**config.mk**
```make
export PLATFORM = sky130hd
export DESIGN_NAME = riscv_fetch
export DESIGN_NICKNAME = d
export VERILOG_FILES = /design/src/rtl/riscv_fetch_pkg.sv /design/src/rtl/riscv_fetch_buf.sv /design/src/rtl/riscv_fetch.sv
export SDC_FILE = /design/constraint.sdc
export NUM_CORES = 1
export LEC_CHECK = 0
export ABC_CLOCK_PERIOD_IN_PS = 3900
export CAP_MARGIN = 15
export CORE_ASPECT_RATIO = 2
export CORE_UTILIZATION = 48
export CTS_BUF_LIST = sky130_fd_sc_hd__clkbuf_2 sky130_fd_sc_hd__clkbuf_4 sky130_fd_sc_hd__clkbuf_8
export CTS_CLUSTER_SIZE = 24
export DETAILED_ROUTE_END_ITERATION = 8
export MAX_ROUTING_LAYER = met4
export PLACE_DENSITY_LB_ADDON = 0.2
export SLEW_MARGIN = 30
export SYNTH_ARGS = -nofsm -noshare
export SYNTH_HDL_FRONTEND = slang
export SYNTH_HIERARCHICAL = 1
export SYNTH_SLANG_ARGS = --single-unit
```
**constraint.sdc**
```tcl
create_clock -name clk -period 3.9 [get_ports clk]
set_input_delay 0.39 -clock clk [delete_from_list [all_inputs] [get_ports clk]]
set_output_delay 0.39 -clock clk [all_outputs]
set_load 0.02 [all_outputs]
```
**src/rtl/riscv_fetch_pkg.sv**
```systemverilog
// Shared definitions for the riscv fetch stage: opcodes, NOP encoding, reset PC, buffer entry.
package riscv_fetch_pkg;

    // Major opcodes (instr[6:0]) of RV32I
    localparam logic [6:0] OPC_LUI    = 7'b0110111;
    localparam logic [6:0] OPC_AUIPC  = 7'b0010111;
    localparam logic [6:0] OPC_JAL    = 7'b1101111;
    localparam logic [6:0] OPC_JALR   = 7'b1100111;
    localparam logic [6:0] OPC_BRANCH = 7'b1100011;
    localparam logic [6:0] OPC_LOAD   = 7'b0000011;
    localparam logic [6:0] OPC_STORE  = 7'b0100011;
    localparam logic [6:0] OPC_OP_IMM = 7'b0010011;
    localparam logic [6:0] OPC_OP     = 7'b0110011;

    // addi x0, x0, 0
    localparam logic [31:0] NOP_INSTR = 32'h0000_0013;

    localparam logic [31:0] RESET_PC_DEFAULT = 32'h0000_0000;

    // One fetched instruction together with its byte PC
    typedef struct packed {
        logic [31:0] instr;
        logic [31:0] pc;
    } fetch_entry_t;

    // Instruction addresses must be word aligned
    function automatic logic is_aligned(input logic [31:0] addr);
        return addr[1:0] == 2'b00;
    endfunction

endpackage

```
**src/rtl/riscv_fetch_buf.sv**
```systemverilog
// Two-entry instruction buffer: an output register backed by one skid entry, with flush.
module riscv_fetch_buf
    import riscv_fetch_pkg::*;
(
    input  logic         clk_i,
    input  logic         reset_i,
    input  logic         flush_i,
    input  logic         push_valid_i,
    input  fetch_entry_t push_entry_i,
    input  logic         pop_i,
    output logic         out_valid_o,
    output fetch_entry_t out_entry_o,
    output logic [1:0]   count_o
);

    logic         out_valid_q, out_valid_d;
    fetch_entry_t out_q, out_d;
    logic         skid_valid_q, skid_valid_d;
    fetch_entry_t skid_q, skid_d;

    // Next-state: flush wins; otherwise refill the output slot when it frees up, else park in skid
    always_comb begin
        out_valid_d  = out_valid_q;
        out_d        = out_q;
        skid_valid_d = skid_valid_q;
        skid_d       = skid_q;
        if (flush_i) begin
            out_valid_d  = 1'b0;
            skid_valid_d = 1'b0;
        end else if (!out_valid_q || pop_i) begin
            if (skid_valid_q) begin
                // Older skid entry moves forward first to keep program order
                out_valid_d  = 1'b1;
                out_d        = skid_q;
                skid_valid_d = push_valid_i;
                if (push_valid_i) begin
                    skid_d = push_entry_i;
                end
            end else begin
                out_valid_d = push_valid_i;
                if (push_valid_i) begin
                    out_d = push_entry_i;
                end
            end
        end else if (push_valid_i) begin
            skid_valid_d = 1'b1;
            skid_d       = push_entry_i;
        end
    end

    // Buffer state registers with synchronous reset
    always_ff @(posedge clk_i) begin
        if (reset_i) begin
            out_valid_q  <= 1'b0;
            out_q        <= '0;
            skid_valid_q <= 1'b0;
            skid_q       <= '0;
        end else begin
            out_valid_q  <= out_valid_d;
            out_q        <= out_d;
            skid_valid_q <= skid_valid_d;
            skid_q       <= skid_d;
        end
    end

    assign out_valid_o = out_valid_q;
    assign out_entry_o = out_q;
    assign count_o     = {1'b0, out_valid_q} + {1'b0, skid_valid_q};

endmodule

```
**src/rtl/riscv_fetch.sv**
```systemverilog
// Instruction fetch stage: PC, imem read issue, in-flight tracking, redirect and fault handling.
module riscv_fetch
    import riscv_fetch_pkg::*;
#(
    parameter int unsigned ADDR_WIDTH = 10,
    parameter logic [31:0] RESET_PC   = RESET_PC_DEFAULT
) (
    input  logic                  clk,
    input  logic                  reset,
    output logic                  imem_en,
    output logic [ADDR_WIDTH-1:0] imem_addr,
    input  logic [31:0]           imem_rdata,
    input  logic                  redirect_valid,
    input  logic [31:0]           redirect_pc,
    output logic                  out_valid,
    input  logic                  out_ready,
    output logic [31:0]           out_instr,
    output logic [31:0]           out_pc,
    output logic                  fault
);

    logic [31:0]  pc_q, pc_d;
    logic         infl_valid_q, infl_valid_d;
    logic [31:0]  infl_pc_q, infl_pc_d;
    logic         fault_q, fault_d;

    logic         buf_valid;
    fetch_entry_t buf_entry;
    fetch_entry_t resp_entry;
    logic [1:0]   buf_count;
    logic         pop;
    logic [2:0]   occ;
    logic         redir_ok;
    logic         redir_bad;
    logic         seq_issue;

    assign pop       = buf_valid & out_ready;
    // Instructions already owned by the stage after this cycle's pop; capped at buffer depth
    assign occ       = {1'b0, buf_count} + {2'b00, infl_valid_q} - {2'b00, pop};
    assign redir_ok  = redirect_valid & ~fault_q & is_aligned(redirect_pc);
    assign redir_bad = redirect_valid & ~is_aligned(redirect_pc);
    assign seq_issue = ~fault_q & ~redirect_valid & (occ < 3'd2);

    // Read strobe and address: a good redirect fetches its target in the same cycle
    always_comb begin
        imem_en   = 1'b0;
        imem_addr = pc_q[ADDR_WIDTH+1:2];
        if (redir_ok) begin
            imem_addr = redirect_pc[ADDR_WIDTH+1:2];
        end
        if (!reset) begin
            imem_en = redir_ok | seq_issue;
        end
    end

    // Next PC, in-flight tag and sticky fault
    always_comb begin
        pc_d         = pc_q;
        infl_valid_d = 1'b0;
        infl_pc_d    = infl_pc_q;
        fault_d      = fault_q | redir_bad;
        if (redir_ok) begin
            pc_d         = redirect_pc + 32'd4;
            infl_valid_d = 1'b1;
            infl_pc_d    = redirect_pc;
        end else if (seq_issue) begin
            pc_d         = pc_q + 32'd4;
            infl_valid_d = 1'b1;
            infl_pc_d    = pc_q;
        end
    end

    // Fetch control registers with synchronous reset
    always_ff @(posedge clk) begin
        if (reset) begin
            pc_q         <= RESET_PC;
            infl_valid_q <= 1'b0;
            infl_pc_q    <= '0;
            fault_q      <= 1'b0;
        end else begin
            pc_q         <= pc_d;
            infl_valid_q <= infl_valid_d;
            infl_pc_q    <= infl_pc_d;
            fault_q      <= fault_d;
        end
    end

    assign resp_entry = '{instr: imem_rdata, pc: infl_pc_q};

    // Any redirect (good or misaligned) flushes, which also drops the stale in-flight response
    riscv_fetch_buf u_buf (
        .clk_i        (clk),
        .reset_i      (reset),
        .flush_i      (redirect_valid),
        .push_valid_i (infl_valid_q),
        .push_entry_i (resp_entry),
        .pop_i        (pop),
        .out_valid_o  (buf_valid),
        .out_entry_o  (buf_entry),
        .count_o      (buf_count)
    );

    assign out_valid = buf_valid;
    assign out_instr = buf_entry.instr;
    assign out_pc    = buf_entry.pc;
    assign fault     = fault_q;

endmodule

```
; ---- After elaboration in Yosys (flattened, before gate mapping)
; Cells that the tools add are included.
[totals]
reg_bits = 196
latch_bits = 0
mem_bits_rw = 0
rom_bits = 0
in_bits = 68
out_inout_bits = 77
wordCells = 54
mem_count = 0
[op_classes]
n_addsub = 5
n_mul = 0
div_mod_pow = 0
order_cmp = 1
n_eq_ne = 1
shift = 0
mux = 17
n_bitwise = 11
reduce_logical = 9
[ops]
columns = operator, count
row1 = $mux 64, 5
row2 = $mux 32, 4
row3 = $add 32x3->32 const B, 2
row4 = $mux 10, 1
row5 = $mux 1, 7
row6 = $and 1x1->1, 6
row7 = $reduce_bool 2->1, 3
row8 = $add 2x1->3, 1
row9 = $lt 3x2->1 const B, 1
row10 = $not 1->1, 3
row11 = $reduce_and 3->1, 1
row12 = $sub 3x1->3, 1
row13 = $add 1x1->2, 1
row14 = $logic_not 2->1, 1
row15 = $ne 2x1->1 const B, 1
row16 = $or 1x1->1, 2
row17 = $reduce_and 2->1, 1
row18 = $reduce_or 2->1, 1
row19 = $logic_not 1->1, 1
row20 = $logic_or 1x1->1, 1

; ---- Longest topological paths before layout
[logic_depth]
depth_word = 7
depth_mapped = 15
ltp_nobuf = 11

; ---- Cells and area by module
; The synthesis kept the hierarchy.
[modules_own_cells]
columns = module, instances, cells_each, area_each_um2, seq_area_each_um2
row1 = riscv_fetch_buf, 1, 583, 6200.9, 2602.5
row2 = riscv_fetch, 1, 512, 3887.5, 1321.3

; ---- Worst setup path before layout
; No wires, ideal clock.
[synth_path]
kind = in2reg
startpoint = input port redirect_pc[1]
endpoint = register pc_q[30]
setup_ps = 88
arrival_ps = 3827
required_time_ps = 3812
slack_ps = -15
cell_stages = 15
n_path_buf = 5
path_cell_list = nor4b_1 -> buf_2 -> buf_2 -> buf_2 -> buf_2 -> nand2_1 -> nand2_1 -> ha_1 -> clkbuf_1 -> inv_1 -> or4_1 -> a22o_1 -> or3_1 -> mux2_4 -> nor4_2
[synth_between]
elab_chain_cells = 3
elab_cells_between_ends = 5
cone_classes = add/sub (1) / mux (1) / bitwise (1) / reduce/logical (2)
[synth_rtl]
columns = element, line
row1 = "start, declared", riscv_fetch.sv:14  ; input logic [31:0] redirect_pc,
row2 = branches (longest 3 deep; another with $add 32x3->32), -
row3 = "end signal, assigned", riscv_fetch.sv:81  ; pc_q <= pc_d;
row4 = "end, declared", riscv_fetch.sv:22  ; logic [31:0] pc_q, pc_d;
; Several ways; the timed one is not identified.
; A chain may end at the register's enable or synchronous reset.

; ---- Worst setup path after layout
[layout_path]
startpoint = input port redirect_pc[1]
endpoint = output port imem_addr[9]
[layout_between]
elab_chain_cells = 3
[layout_rtl]
columns = element, line
row1 = $logic_not 2->1, riscv_fetch_pkg.sv:28  ; return addr[1:0] == 2'b00;
row2 = $and 1x1->1, riscv_fetch.sv:40  ; assign redir_ok = redirect_valid & ~fault_q & is_aligned(redirect_pc);
row3 = $mux 10, riscv_fetch.sv:48  ; if (redir_ok) begin
row4 = "end, declared", riscv_fetch.sv:11  ; output logic [ADDR_WIDTH-1:0] imem_addr,
; Every way passes these cells.

==> flow_summary.ini <==
[run_status]
status = completed

[pwr]
power_leakage_nw = 3.66
switching_power_mw = 1.15
ir_drop_uv = 196
p_int_mw = 2.84
switching_share_pct = 28.8
p_clk_share_pct = 30.0
p_seq_share_pct = 53.6
combPwrFrac_pct = 16.4
powerDensity_nw_per_um2 = 334

[route]
drc = 0
wl_per_cell_um = 17.5
first_pass_iters = 5
ant_nets = 0
drt-vias-per-instance = 5.59
vias = 8160
wl_um = 25600
dr.first_iter.drc_count = 448

[sta]
rsz0062_at_grt = false
fmax_mhz = 306
fin_skew_ns = 0.0141
finalHoldViolCount = 0
totalNegativeSetupSlack_ns = 0
fin_crit_sh_pct = 83.8
tightest_slew_ns = 0.786
slew_viol_final = 0
finalSetupViolCount = 0
slew_headroom_pct = 47.6
period_minus_slack_ns = 3.27

[global_routing]
grt_max_degree = 149
grt.busiest_layer = met2
grt-ovfl-total = 0
gr-usage-met2_pct = 43.0
grt_pass1_wl_um = 41700
antenna_found_initial = 0
grt_pass1_vias = 8099
grt_use_met3_pct = 3.87
grt_use_total_pct = 24.7
use_met1_pct = 27.4

[hold_path]
min_delay_path_depth = 2
hp-class = in2reg

[layout]
drive_above_1_share_pct = 11.0
diodes = 0
multi_input_area_sq_um = 5600
area_delta_synth_final_pct = 18.3
n_fill_cell = 1889
nNetsFinal = 1252
regArea_sq_um = 3930
finalInstanceArea_sq_um = 11900

[place]
io_buffers = 144
placed_cell_area_sq_um = 11600
routabilityCongestion = 0.917
dp_hpwl_um = 17300

[run]
cap_viol_max_count = 0

[yosys]
ys_ff_latch = 196
synthXorXnorAreaFrac_pct = 2.34
syn_area_sq_um = 10100
seq_area_frac_synth_pct = 38.9
netlist_instances = 1095
yosysWarnings = 6
synth_compound_area_share_pct = 18.2
avgSynthCellArea_sq_um = 9.21
syn_nets = 1167
synth_adder_area_share_pct = 0.571
yosys-mux-area-fraction_pct = 14.2
async_reset_ff_share_pct = 0
synth_cell_types = 52
ys.flop_type = dfxtp_1
synth_top_family_by_area = simple AND/OR/NAND/NOR gates
synth-edff-count = 0
synthSimpleGateAreaFrac_pct = 19.8

[clock_network]
cts-resized-gates = 0
ctsHtreeMaxLevel = 4
numCtsBuffers = 17
clock-sinks = 196
clock_latency_ns = 0.48
cts_tree = done
root_buffer = clkbuf_8
clk_pin_slew_worst_paths_ns = 0.10
cts_hold_buf = 0
cts_buffer_depth = 2
post_cts_buffers = 0

[critical_path]
critical_path_arrival_ns = 2.88
path_max_fanout = 46
worstSetupPathType = in2out
cp_data_required_time_ns = 3.51
start_kind = input port
ff2ff_path_depth = 10
cp-end-kind = output port

[die]
initial_core_util_pct = 49.1
coreArea_sq_um = 20600
ios = 145
die_height_um = 207
die_x_um = 105
die_area_sq_um = 21600
row_count = 74
==> placed cells by master, fill, tap and decap left out, types with 15 or more instances in the layout <==
master,Yosys,final
nor3_1,25,25
nand3_1,25,25
nand2b_1,133,132
dfxtp_1,196,195
a211oi_1,23,23
o21ai_0,15,15
nand2_1,80,80
buf_4,20,17
clkbuf_8,0,18
a211oi_2,60,60
clkdlybuf4s50_1,0,142
mux2i_1,142,142
a21oi_1,86,85
nor2_1,56,56
xnor2_1,24,24
==> flip-flops by register name, summed over array words and instances (netlist names) <==
name,flops
u_buf/skid_q,64
infl_pc_q,32
infl_valid_q,1
u_buf/out_entry_o,64
u_buf/skid_valid_q,1
fault,1
pc_q,32
u_buf/out_valid_o,1
==> area by class of cell <==
type | instances | share of cell area, %
inverter | 13 | 0.409
multi-input combinational | 785 | 46.9
clock inverter | 12 | 0.713
sequential | 196 | 32.9
tap | 266 | 2.79
timing repair buffer | 167 | 14.1
clock buffer | 20 | 2.20
==> per-layer routing <==
metal,vias to the layer above,wire (um)
li1,4055,-
met1,3841,10500
met2,215,13400
met3,49,999
met4,0,776
met5,-,0
==> final timing paths <==
kind	startpoint	endpoint	slack, ns
worst max-delay path	redirect_pc[1]	imem_addr[9]	0.63
worst min-delay path	reset	u_buf/out_entry_o[48]	0.43
worst max register to register	u_buf/skid_valid_q	pc_q[24]	0.68
worst min register to register	pc_q[0]	infl_pc_q[0]	0.47
==> critical path, cell delays in order <==
cell and delay, ns:
clkdlybuf4s50_1 0.47, nor4b_4 0.38, buf_4 0.50, mux2i_1 0.42, inv_1 0.15, clkdlybuf4s50_1 0.56
==> power by group through the flow <==
stage	Clock, mW	Combinational (mW)	Sequential [mW]
2_1_floorplan	0	0.359	2.22
3_3_place_gp	0	0.650	2.18
3_5_place_dp	0	0.656	2.19
4_1_cts	1.25	0.659	2.14
5_1_grt	1.32	0.706	2.15
6_report	1.20	0.654	2.14
==> kinds of logic (layout without fill, tap and decap cells) <==
| group | count (synthesis) | after routing |
|---|---|---|
| compound gates | 235 | 235 |
| xor+xnor | 27 | 27 |
| simple gates | 376 | 376 |
| buf+inv | 114 | 212 |
| mux | 143 | 143 |
| fa+ha+maj | 4 | 4 |
| flops | 196 | 196 |
==> per-stage QoR <==
step	std cells	util [%]	power [mW]	worst slack [ns]	hold slack (ns)
after floorplan	1095	-	2.58	0.0855	0.427
after global placement	1427	56.4	2.83	0.489	0.436
after detailed placement	1427	56.4	2.84	0.423	0.448
after CTS	1459	58.1	4.04	0.151	0.394
after global routing	1459	58.1	4.17	0.368	0.455
final	1459	58.1	3.99	0.633	0.432
==> synthesized netlist by cell type (2+ instances only) <==
cell | count | area [sq um]
a311oi_1 | 14 | 123
a2bb2oi_1 | 2 | 17.5
and2_1 | 4 | 25.0
or3_1 | 6 | 37.5
a31oi_1 | 12 | 75.1
nand2_1 | 80 | 300
nor4b_1 | 3 | 26.3
or4_1 | 6 | 45.0
and4_1 | 3 | 26.3
o211ai_1 | 2 | 15.0
buf_1 | 3 | 11.3
o21ai_0 | 15 | 75.1
nand2b_1 | 133 | 832
buf_4 | 20 | 150
buf_6 | 7 | 78.8
nand3_1 | 25 | 125
o31ai_1 | 3 | 22.5
nor3_1 | 25 | 125
buf_2 | 25 | 125
clkbuf_4 | 3 | 22.5
xnor2_1 | 24 | 210
nor2_1 | 56 | 210
ha_1 | 3 | 37.5
mux2i_1 | 142 | 1420
o21a_1 | 4 | 30.0
o221ai_1 | 2 | 17.5
inv_1 | 13 | 48.8
a21oi_1 | 86 | 430
and3_1 | 13 | 81.3
a211oi_1 | 23 | 173
nor4_2 | 2 | 25.0
xor2_1 | 3 | 26.3
o22ai_1 | 5 | 31.3
nor4_1 | 7 | 43.8
dfxtp_1 | 196 | 3920
nand4_1 | 8 | 50.1
a211oi_2 | 60 | 751
clkbuf_1 | 43 | 161
Power figures use the tool's default switching activity.
